<file path="src/rtl/multicycle_control_fsm.sv">
// Multi-cycle control sequencer for the 5-instruction ISA (LW, SW, R-type, BEQ, J).
// Latency: one state per clock; LW 5, SW/R 4, BEQ/J 3, illegal 2 cycles minimum.
// Backpressure: holds in FETCH / MEM_RD / MEM_WR while mem_ready is low.
module multicycle_control_fsm #(
    parameter int CNT_W = 16
) (
    input  logic             clk,
    input  logic             reset,
    input  logic [5:0]       opcode,
    input  logic             zero,
    input  logic             mem_ready,
    output logic             pc_write,
    output logic             pc_write_cond,
    output logic             pc_en,
    output logic [1:0]       pc_source,
    output logic             iord,
    output logic             mem_read,
    output logic             mem_write,
    output logic             ir_write,
    output logic             reg_dst,
    output logic             mem_to_reg,
    output logic             reg_write,
    output logic             alu_src_a,
    output logic [1:0]       alu_src_b,
    output logic [1:0]       alu_op,
    output logic [3:0]       state,
    output logic             illegal_op,
    output logic [CNT_W-1:0] instr_count
);

    localparam logic [3:0] S_FETCH    = 4'd0;
    localparam logic [3:0] S_DECODE   = 4'd1;
    localparam logic [3:0] S_MEM_ADDR = 4'd2;
    localparam logic [3:0] S_MEM_RD   = 4'd3;
    localparam logic [3:0] S_MEM_WB   = 4'd4;
    localparam logic [3:0] S_MEM_WR   = 4'd5;
    localparam logic [3:0] S_EXEC     = 4'd6;
    localparam logic [3:0] S_R_WB     = 4'd7;
    localparam logic [3:0] S_BRANCH   = 4'd8;
    localparam logic [3:0] S_JUMP     = 4'd9;

    localparam logic [5:0] OP_LW  = 6'b000000;
    localparam logic [5:0] OP_SW  = 6'b000001;
    localparam logic [5:0] OP_R   = 6'b000010;
    localparam logic [5:0] OP_BEQ = 6'b000011;
    localparam logic [5:0] OP_J   = 6'b000100;

    logic [3:0]       state_q, state_d;
    logic [CNT_W-1:0] instr_count_q, instr_count_d;
    logic             retire;

    // State and retired-instruction counter; reset abandons any in-flight instruction.
    always_ff @(posedge clk or posedge reset) begin
        if (reset) begin
            state_q       <= S_FETCH;
            instr_count_q <= '0;
        end else begin
            state_q       <= state_d;
            instr_count_q <= instr_count_d;
        end
    end

    // Next-state decode; retire marks the edge that leaves an instruction's final state.
    always_comb begin
        state_d = state_q;
        retire  = 1'b0;
        case (state_q)
            S_FETCH: begin
                if (mem_ready) state_d = S_DECODE;
            end
            S_DECODE: begin
                case (opcode)
                    OP_LW, OP_SW: state_d = S_MEM_ADDR;
                    OP_R:         state_d = S_EXEC;
                    OP_BEQ:       state_d = S_BRANCH;
                    OP_J:         state_d = S_JUMP;
                    default:      state_d = S_FETCH;   // illegal: drop without retiring
                endcase
            end
            S_MEM_ADDR: begin
                state_d = (opcode == OP_LW) ? S_MEM_RD : S_MEM_WR;
            end
            S_MEM_RD: begin
                if (mem_ready) state_d = S_MEM_WB;
            end
            S_MEM_WR: begin
                if (mem_ready) begin
                    state_d = S_FETCH;
                    retire  = 1'b1;
                end
            end
            S_EXEC: begin
                state_d = S_R_WB;
            end
            S_MEM_WB, S_R_WB, S_BRANCH, S_JUMP: begin
                state_d = S_FETCH;
                retire  = 1'b1;
            end
            // Encodings 10-15 are unreachable; recover to FETCH if one ever appears.
            default: state_d = S_FETCH;
        endcase
    end

    // Counter wraps naturally at 2^CNT_W.
    always_comb begin
        instr_count_d = instr_count_q;
        if (retire) instr_count_d = instr_count_q + CNT_W'(1);
    end

    // Moore outputs per state, plus the mem_ready-qualified FETCH loads and the DECODE illegal flag.
    always_comb begin
        pc_write      = 1'b0;
        pc_write_cond = 1'b0;
        pc_source     = 2'b00;
        iord          = 1'b0;
        mem_read      = 1'b0;
        mem_write     = 1'b0;
        ir_write      = 1'b0;
        reg_dst       = 1'b0;
        mem_to_reg    = 1'b0;
        reg_write     = 1'b0;
        alu_src_a     = 1'b0;
        alu_src_b     = 2'b00;
        alu_op        = 2'b00;
        illegal_op    = 1'b0;
        // Reset gates everything combinationally so strobes drop without waiting for an edge.
        if (!reset) begin
            case (state_q)
                S_FETCH: begin
                    mem_read  = 1'b1;
                    alu_src_b = 2'b01;
                    ir_write  = mem_ready;
                    pc_write  = mem_ready;
                end
                S_DECODE: begin
                    alu_src_b  = 2'b11;   // branch target precomputed into ALUOut
                    illegal_op = (opcode != OP_LW) && (opcode != OP_SW) && (opcode != OP_R) &&
                                 (opcode != OP_BEQ) && (opcode != OP_J);
                end
                S_MEM_ADDR: begin
                    alu_src_a = 1'b1;
                    alu_src_b = 2'b10;
                end
                S_MEM_RD: begin
                    mem_read = 1'b1;
                    iord     = 1'b1;
                end
                S_MEM_WB: begin
                    reg_write  = 1'b1;
                    mem_to_reg = 1'b1;
                end
                S_MEM_WR: begin
                    mem_write = 1'b1;
                    iord      = 1'b1;
                end
                S_EXEC: begin
                    alu_src_a = 1'b1;
                    alu_op    = 2'b10;
                end
                S_R_WB: begin
                    reg_write = 1'b1;
                    reg_dst   = 1'b1;
                end
                S_BRANCH: begin
                    alu_src_a     = 1'b1;
                    alu_op        = 2'b01;
                    pc_write_cond = 1'b1;
                    pc_source     = 2'b01;
                end
                S_JUMP: begin
                    pc_write  = 1'b1;
                    pc_source = 2'b10;
                end
                default: ;
            endcase
        end
    end

    assign pc_en       = pc_write | (pc_write_cond & zero);
    assign state       = state_q;
    assign instr_count = instr_count_q;

endmodule

</file>
<file path="config.mk">
export PLATFORM = sky130hd
export DESIGN_NAME = multicycle_control_fsm
export DESIGN_NICKNAME = d
export VERILOG_FILES = /design/src/rtl/multicycle_control_fsm.sv
export SDC_FILE = /design/constraint.sdc
export NUM_CORES = 1
export LEC_CHECK = 0
export BUFFER_PORTS_ARGS = -buffer_cell sky130_fd_sc_hd__buf_2
export CORE_UTILIZATION = 48
export DETAILED_ROUTE_END_ITERATION = 16
export GPL_TIMING_DRIVEN = 0
export PLACE_DENSITY = 0.88
export SETUP_SLACK_MARGIN = 0.5
export SLEW_MARGIN = 30
export SYNTH_ARGS = -nofsm -noshare
export SYNTH_HDL_FRONTEND = slang
export SYNTH_SLANG_ARGS = --single-unit
export TNS_END_PERCENT = 30
</file>
<file path="constraint.sdc">
create_clock -name clk -period 2.05 [get_ports clk]
set_input_delay 0.41 -clock clk [delete_from_list [all_inputs] [get_ports clk]]
set_output_delay 0.41 -clock clk [all_outputs]
set_load 0.005 [all_outputs]
</file>
==> results.txt <==
Placer Congestion - 0.859
Number of nets in the layout - 216
Mapped Area - 1250 um2
Crit-path max FO - 6
Sw frac - 0.365
Post-synth cell types - 39
Post-CTS Hold Buffers - 0
Worst-Margin Slew - 780 ps
Fmax - 0.455 GHz
Cell count after synthesis - 134
Largest cells by area after synthesis - dfrtp_1 (40%), xnor2_1 (7.0%), nor2_1 (5.1%)
Gr usage total - 0.279
Worst path arrival time - 1790 ps
Setup TNS - -533 ps
Status - complete, but fails checks
Antenna diode count - 0
Rows - 18
Synth Area in Compound Gates - 0.109
IO Pins - 48
Worst flop-to-flop path startpoint - state[1]$_DFFE_PP0P_
Max_cap viols - 0
DRT Wirelength - 4360 um
Hpwl dp - 2160 um
Cell Pwr Density - 555 nW/um2
Total number of vias - 1395
Top cell type by total area after synthesis - dfrtp_1
First-pass GRT wire length - 5730 um
Worst VDD drop - 0.789 mV
Worst-Skew Late Latency - 300 ps
TritonCTS buffer count - 3
FF-to-FF End - instr_count[4]$_DFFE_PP0P_
Worst setup margin - -148 ps
Iter 0 DRT Violations - 63
Final worst path period need - 2200 ps
Layout cell share with drive strength beyond 1 - 0.596
Cell Int Power - 687 uW
Vias in the first global route - 1191
Clock Skew - 6.00 ps
Chip height - 53.1 um
Post-synth EDFFs - 0
Pre-antenna DRT Iters - 4
CTS root buf - clkbuf_4
Clock sinks - 20
Leakage - 0.000981 uW
ANT nets after route - 0
H-tree levels - 1
Sequential fraction of design power - 0.493
RSZ-0062 raised after global routing - yes
Ratio of final minimum period to clock period - 1.07
Normalized max-slew margin - 0.479
Clock Path Buffers - 2
Final hold vios - 0
Synth top area share - 0.399
Core ar. - 2480 um2
Mapped Nets - 145
Post-Synth Simple-Gate Area - 0.289
Post-synthesis mux area share - 0.0259
Clk pwr share - 0.176
Post-Synth Adder-Cell Area - 0.00998
Path depth of the worst reg2reg path - 8
Synth Area per Inst - 9.36 um2
Die span in x - 53.1 um
# DRC - 0
R2r setup slk - 70 ps
Critical path class - flop to output port
Net Switching - 395 uW
Largest net degree at the start of global routing - 21
Ys async rst share - 1.00
Clk slew on worst S/H paths - 110 ps
Grt total ovfl - 0
Initial core utilization - 0.506
Worst Path Required - 1640 ps
Register area share after synthesis - 0.399
Die Footprint - 2820 um2
Synth-to-layout area growth - 55.4%
Slew Viols, Final - 0
CP Capture Type - output port
Min-delay worst type - primary input to asynchronous set/reset pin
Initial antenna violation count - 0
Avg WL per Cell - 18.7 um
Final setup fails - 10
Main synth FF type - dfrtp_1
Comb pwr share - 0.331
#FFs+latches synth - 20
Startpoint Class - flop
Synth Area in XOR/XNOR - 0.112
Failing checks - negative setup slack
Via-to-Cell Ratio - 5.99
IO Port Bufs - 47
Main combinational cell family by area after synthesis - simple AND/OR/NAND/NOR gates
CTS tree - yes
Worst hold margin - 324 ps
Synth warn - 0
sequential cells by signal (all words and copies together), names as in the netlist:
| name | count |
|---|---|
| state | 4 |
| instr_count | 16 |
critical path, cell delays in order (launching register included):
cell and delay, ps:
dfrtp_2 480, or3_4 420, buf_4 160, nor4b_2 260, buf_2 160
cell usage after synthesis (3+ instances only):
master     n
inv_1      4
or3_1      3
clkbuf_1   3
nor3_1     5
nand4_1    3
nor2_1    17
nand3_1    8
xnor2_1   10
nand2_1   10
nand2b_1   6
o21ai_0    4
a21oi_1    5
xor2_1     6
dfrtp_1   20
buf_4      3
area by class of cell:
| type | count | area, um2 |
|---|---|---|
| fillers | 134 | 529 |
| plain buffers | 9 | 83.8 |
| inverters | 4 | 15.0 |
| well taps | 30 | 37.5 |
| multi-input cells | 101 | 867 |
| clock buffers | 3 | 22.5 |
| repair buffers | 66 | 419 |
| flip-flops and latches | 20 | 503 |
routing by layer:
layer,vias up,global-route usage,share of wire
li1,612,-,-
met1,668,0.358,0.40
met2,94,0.462,0.48
met3,21,0.0632,0.076
met4,0,0.0833,0.045
met5,-,0,0
cell families after synthesis:
family	after synthesis
simple gates	64
flops	20
compound gates	17
xor+xnor	16
buf+inv	13
mux	3
fa+ha+maj	1
placed cells by master (no fill, tap or decap), drive strengths merged, types with 3 or more instances in the layout:
| cell type | Yosys | routed |
|---|---|---|
| nand3 | 8 | 8 |
| or3 | 3 | 3 |
| buf | 6 | 73 |
| nand2 | 10 | 10 |
| dfrtp | 20 | 20 |
| nor2 | 17 | 17 |
| inv | 4 | 4 |
| nand4 | 3 | 3 |
| nand2b | 6 | 6 |
| clkbuf | 3 | 5 |
| nor3 | 5 | 5 |
| xnor2 | 10 | 10 |
| xor2 | 6 | 6 |
| o21ai | 5 | 5 |
| a21oi | 5 | 5 |
timing repair:
action                                  CTS  global route
endpoints found under the setup margin   35            36
buffers inserted                          9            10
pin swaps                                26            21
resized for setup                        36            20
power by group through the flow:
stage | Sequential (uW) | Combinational [uW] | Clock, uW
after floorplan | 521 | 147 | 0
after global placement | 518 | 249 | 0
after detailed placement | 525 | 258 | 0
after CTS | 524 | 300 | 187
after global routing | 544 | 380 | 210
final | 533 | 358 | 190
worst max path at each step:
stage	startpoint	endpoint
floorplan	state[3]$_DFFE_PP0P_	pc_write
global placement	reset	pc_write
detailed placement	reset	pc_write
CTS	state[3]$_DFFE_PP0P_	pc_write
global route	state[2]$_DFFE_PP0P_	illegal_op
finish	state[2]$_DFFE_PP0P_	illegal_op
metrics by stage:
step	setup slack, ps	power (uW)	std cells	util	area (um2)
2_1_floorplan	326	668	134	-	1290
3_3_place_gp	163	767	211	0.630	1560
3_5_place_dp	127	783	211	0.630	1560
4_1_cts	-81.9	1010	223	0.715	1770
5_1_grt	-215	1130	233	0.786	1950
6_report	-148	1080	233	0.786	1950
Power figures use the tool's default switching activity.
